**config.mk**
```make
export PLATFORM = sky130hd
export DESIGN_NAME = traffic_light_ctrl_n
export DESIGN_NICKNAME = d
export VERILOG_FILES = /design/src/rtl/traffic_light_ctrl_n.sv
export SDC_FILE = /design/constraint.sdc
export NUM_CORES = 1
export LEC_CHECK = 0
export CAP_MARGIN = 5
export CORE_MARGIN = 5
export CORE_UTILIZATION = 55
export DETAILED_ROUTE_END_ITERATION = 12
export PLACE_DENSITY = 0.84
export REMOVE_ABC_BUFFERS = 1
export SLEW_MARGIN = 20
export SYNTH_ARGS = -nofsm -noshare
export SYNTH_HDL_FRONTEND = slang
export SYNTH_SLANG_ARGS = --single-unit
```
**constraint.sdc**
```tcl
create_clock -name clk -period 7.1 [get_ports clk]
set_clock_uncertainty 0.05 [all_clocks]
set_input_delay 1.42 -clock clk [delete_from_list [all_inputs] [get_ports clk]]
set_output_delay 1.42 -clock clk [all_outputs]
set_load 0.03 [all_outputs]
```
**src/rtl/traffic_light_ctrl_n.sv**
```systemverilog
// N-direction traffic light controller with sensor-driven
// round-robin right-of-way and a night-flash mode.
module traffic_light_ctrl_n #(
  parameter int N_DIR     = 4,
  parameter int GREEN_MIN = 4,
  parameter int GREEN_MAX = 10,
  parameter int YELLOW_T  = 2,
  parameter int ALLRED_T  = 1,
  parameter int FLASH_T   = 3
) (
  input  logic                     clk,
  input  logic                     reset,
  input  logic [N_DIR-1:0]         sensor,
  input  logic                     flash_en,
  output logic [N_DIR-1:0]         green,
  output logic [N_DIR-1:0]         yellow,
  output logic [N_DIR-1:0]         red,
  output logic [$clog2(N_DIR)-1:0] cur_dir,
  output logic [1:0]               state
);

  localparam int DW = $clog2(N_DIR);
  localparam int TW = 16;

  typedef enum logic [1:0] {
    S_GREEN  = 2'd0,
    S_YELLOW = 2'd1,
    S_ALLRED = 2'd2,
    S_FLASH  = 2'd3
  } state_e;

  localparam logic [N_DIR-1:0] ONE =
    {{(N_DIR-1){1'b0}}, 1'b1};

  state_e           state_q, state_d;
  logic [DW-1:0]    dir_q, dir_d, dir_nxt;
  logic [TW-1:0]    timer_q, timer_d;
  logic             phase_q, phase_d;
  logic [N_DIR-1:0] green_q, green_d;
  logic [N_DIR-1:0] yellow_q, yellow_d;
  logic [N_DIR-1:0] red_q, red_d;
  logic [N_DIR-1:0] own, own_d;
  logic             others;
  logic             found;

  assign own    = ONE << dir_q;
  assign others = |(sensor & ~own);

  // First requester after dir_q (wrapping), else dir_q+1.
  always_comb begin
    dir_nxt = DW'((int'(dir_q) + 1) % N_DIR);
    found   = 1'b0;
    for (int k = 1; k < N_DIR; k++) begin
      if (!found && sensor[(int'(dir_q) + k) % N_DIR]) begin
        dir_nxt = DW'((int'(dir_q) + k) % N_DIR);
        found   = 1'b1;
      end
    end
  end

  always_comb begin
    state_d = state_q;
    dir_d   = dir_q;
    timer_d = timer_q + TW'(1);
    phase_d = phase_q;
    if (flash_en) begin
      if (state_q != S_FLASH) begin
        state_d = S_FLASH;
        timer_d = '0;
        phase_d = 1'b0;
      end else if (timer_q == TW'(FLASH_T - 1)) begin
        timer_d = '0;
        phase_d = ~phase_q;
      end
    end else begin
      unique case (state_q)
        S_GREEN: begin
          if (others &&
              ((timer_q >= TW'(GREEN_MIN - 1) && !sensor[dir_q]) ||
               timer_q >= TW'(GREEN_MAX - 1))) begin
            state_d = S_YELLOW;
            timer_d = '0;
          end else if (timer_q >= TW'(GREEN_MAX - 1)) begin
            timer_d = TW'(GREEN_MAX - 1);
          end
        end
        S_YELLOW: begin
          if (timer_q == TW'(YELLOW_T - 1)) begin
            state_d = S_ALLRED;
            timer_d = '0;
          end
        end
        S_ALLRED: begin
          if (timer_q == TW'(ALLRED_T - 1)) begin
            state_d = S_GREEN;
            dir_d   = dir_nxt;
            timer_d = '0;
          end
        end
        S_FLASH: begin
          state_d = S_ALLRED;
          timer_d = '0;
        end
      endcase
    end
  end

  // Lamps decode from next-state so they line up with state_q.
  assign own_d = ONE << dir_d;

  always_comb begin
    green_d  = '0;
    yellow_d = '0;
    red_d    = '1;
    unique case (state_d)
      S_GREEN: begin
        green_d = own_d;
        red_d   = ~own_d;
      end
      S_YELLOW: begin
        yellow_d = own_d;
        red_d    = ~own_d;
      end
      S_ALLRED: red_d = '1;
      S_FLASH: begin
        red_d    = '0;
        yellow_d = phase_d ? '0 : '1;
      end
    endcase
  end

  always_ff @(posedge clk) begin
    if (reset) begin
      state_q  <= S_GREEN;
      dir_q    <= '0;
      timer_q  <= '0;
      phase_q  <= 1'b0;
      green_q  <= ONE;
      yellow_q <= '0;
      red_q    <= ~ONE;
    end else begin
      state_q  <= state_d;
      dir_q    <= dir_d;
      timer_q  <= timer_d;
      phase_q  <= phase_d;
      green_q  <= green_d;
      yellow_q <= yellow_d;
      red_q    <= red_d;
    end
  end

  assign green   = green_q;
  assign yellow  = yellow_q;
  assign red     = red_q;
  assign cur_dir = dir_q;
  assign state   = state_q;

endmodule
```
==> results.yml <==
placement:
  gp_congestion: 0.765
  dp.cells: 261
  io_buffer_count: 22
  hpwlAfterDp_um: 2810
finish:
  nets: 237
  antenna_cells: 0
  syn_to_final_growth_pct: 16.3
  drive_gt1_share_pct: 10.8
  fin_cells: 269
sta:
  post-route-min-period_ns: 3.38
  min_period_over_period_pct: 47.7
  slew_headroom_pct: 53.6
  worstMarginPinSlew_ns: 0.696
  fmax_mhz: 295
  rsz0062_at_grt: "false"
  fin_hold_ws_ns: 0.464
  fin_setup_tns_ns: 0
  hold_violations: 0
  setup_viol: 0
  drv_slew: 0
synth:
  avgSynthCellArea_sq_um: 9.42
  ys.flop_type: "dfxtp_1"
  synthArstFlopShare_pct: 0
  synth_edf_count: 0
  yosysWarnings: 0
  ys_ff_latch: 33
  synthCells: 201
  yosysSeqAreaShare_pct: 34.9
  yosysTopAreaCell: "dfxtp_1"
  synth_area_leaders: "dfxtp_1 (35%), ha_1 (5.3%), xor2_1 (3.7%), nor3_1 (3.2%), xnor2_1 (2.8%)"
  netlist_area_sq_um: 1890
  synth_top_area_share_pct: 34.9
  synth_cell_type_count: 57
power:
  power_density_nw_per_um2: 191
  ir_worst_vdd_uv: 160
  p_leak_uw: 0.000766
clock_tree:
  clock_sinks: 33
  cts_max_level: 2
  cts.clk_slew.worst_paths_ns: 0.09
  cts_resized: 0
  post_cts_buffers: 0
  cts-buffers-inserted: 5
  cts_tree: "built"
  hold_buffers: 0
  cts.path.max_buffers: 2
  clkLatencyLatePin_ns: 0.34
  cts-root-buf: "clkbuf_4"
drt:
  first_pass_iters: 6
  drc_errors: 0
  via_per_inst: 5.95
  wire_per_inst_um: 14.3
  drt-total-wl_um: 3850
  via_count: 1600
  ant_nets: 0
  initialDrtViolationCount: 48
critical_path:
  cpPeakStageDelay_ns: 0.59
  critPathKind: "in -> reg"
  cp_slowest_cell: "clkdlybuf4s50_1"
  path_max_fanout: 9
  cp.required_ns: 7.27
  worstSetupEndpointType: "flip-flop"
  worstPathCellList: "clkdlybuf4s50_1 -> or2b_1 -> a2111oi_0 -> nor4_1 -> a31o_1 -> o41a_1"
  cp_top_family: "compound AO/OA/AOI/OAI gates"
  cp_num_buf_inv: 1
  cp-start-kind: "primary input"
  worstPathArrival_ns: 3.56
global_routing:
  grt_pass1_wl_um: 7000
  grt_overflow: 0
  grtUsageMet3_pct: 4.70
  grt_use_met1_pct: 27.2
  grt_max_degree: 17
  grt_use_met2_pct: 29.0
  grt_pass1_vias: 1502
  antenna_found_initial: 0
  grt.busiest_layer: "met2"
  track_usage_pct: 19.5
die:
  core_region_area_sq_um: 3340
  initial_utilization_pct: 56.7
  die_y_um: 68.7
  fp.dieArea_sq_um: 4720
  io_pins: 23
  dieWidth_um: 68.7
  rows: 21
status:
  status: "finished clean"
hold_path:
  hold_class: "reg -> reg"
run:
  cap_violations: 0
worst paths after layout:
| check | startpoint | to | slack (ns) | cells after the start |
|---|---|---|---|---|
| hold / removal | phase_q$_SDFF_PP0_ | phase_q$_SDFF_PP0_ | 0.46 | 2 |
| setup reg to reg | cur_dir[0]$_SDFF_PP0_ | red[3]$_SDFF_PP1_ | 4.16 | 7 |
| hold reg to reg | phase_q$_SDFF_PP0_ | phase_q$_SDFF_PP0_ | 0.46 | 2 |
| setup / recovery | sensor[2] | red[3]$_SDFF_PP1_ | 3.72 | 6 |
tightest hold or removal path, delay by kind of cell, from the launching register on:
| kind | cells | cell delay (ns) |
|---|---|---|
| DFF | 1 | 0.33 |
| AOI/OAI and AO/OA | 2 | 0.14 |
placed cells by master, fill, tap and decap left out, types with 2 or more instances in the layout:
cell type        count
dfxtp_1             33
clkdlybuf4s50_1     22
nor3_1              12
inv_1               11
nand2_1             11
nor2_1               9
nand3_1              9
xor2_1               8
ha_1                 8
a21oi_1              6
xnor2_1              6
and3_1               5
nand4_1              5
clkbuf_4             5
nand2b_1             4
nor4_1               4
o32ai_1              4
nor4_2               3
and4_1               3
a211oi_1             3
o21ai_0              3
o41a_1               3
or2b_1               2
o2111ai_1            2
nor3b_1              2
nor3_2               2
a211o_1              2
mux2i_1              2
or4bb_1              2
a31oi_1              2
a22o_1               2
report_power, final:
group	leakage (uW)	switching [uW]	internal, uW	total [uW]
Sequential	0.000269	7.04	192	199
Combinational	0.000451	46.2	31.7	77.9
Clock	0.0000455	60.6	84.1	145
Total	0.000766	114	307	421
synthesized netlist by cell type, drive strengths merged, types with 2 or more instances:
cell type / number
and4: 3
nand3: 9
nand4: 5
a41o: 2
xnor2: 6
o21ai: 4
and3: 5
o2111ai: 2
inv: 11
or4bb: 2
a22oi: 2
a211o: 2
mux2i: 2
or2b: 2
xor2: 8
nor3: 14
a22o: 2
nor2: 9
dfxtp: 33
a2111oi: 3
a31o: 2
o41a: 3
a21oi: 6
a31oi: 3
nor4: 8
buf: 7
o32ai: 4
nor3b: 2
clkbuf: 2
nand2: 11
nand2b: 4
ha: 8
a211oi: 3
registers in the layout, summed over array words and instances (netlist names):
signal,flops
timer_q,16
green,4
red,4
yellow,4
cur_dir,2
state,2
phase_q,1
layer usage:
metal	vias up	wire length (um)	share of wire [%]
li1	803	-	-
met1	764	1890	49
met2	27	1770	46
met3	6	151	3.9
met4	0	48	1.2
met5	-	0	0
per-stage QoR:
stage	setup slack, ns	instance area, sq um	utilization (%)	power (uW)
after global routing	3.60	2200	66.0	442
after CTS	3.75	2200	66.0	425
after global placement	3.40	2110	63.3	279
after floorplan	3.87	1830	-	251
final	3.72	2200	66.0	421
after detailed placement	3.40	2120	63.4	280
cells by family (layout without fill, tap and decap cells):
kind of cell	after synthesis	in the layout	share of synthesized area [%]
AO/OA/AOI/OAI	42	42	18.4
XOR/XNOR	14	14	6.48
adder cells (fa/ha/maj)	8	8	5.29
buffers and inverters	20	42	5.68
flip-flops	33	33	34.9
multiplexers	4	4	2.84
AND/OR/NAND/NOR	80	80	26.4
layout make-up:
class                           count  area [sq um]
Clock buffer                        7          55.1
Clock inverter                      1          30.0
Fill cell                         285          1140
Inverter                           11          41.3
Multi-Input combinational cell    148          1130
Sequential cell                    33           661
Tap cell                           46          57.6
Timing Repair Buffer               23           228
(Power assumes the default switching activity.)
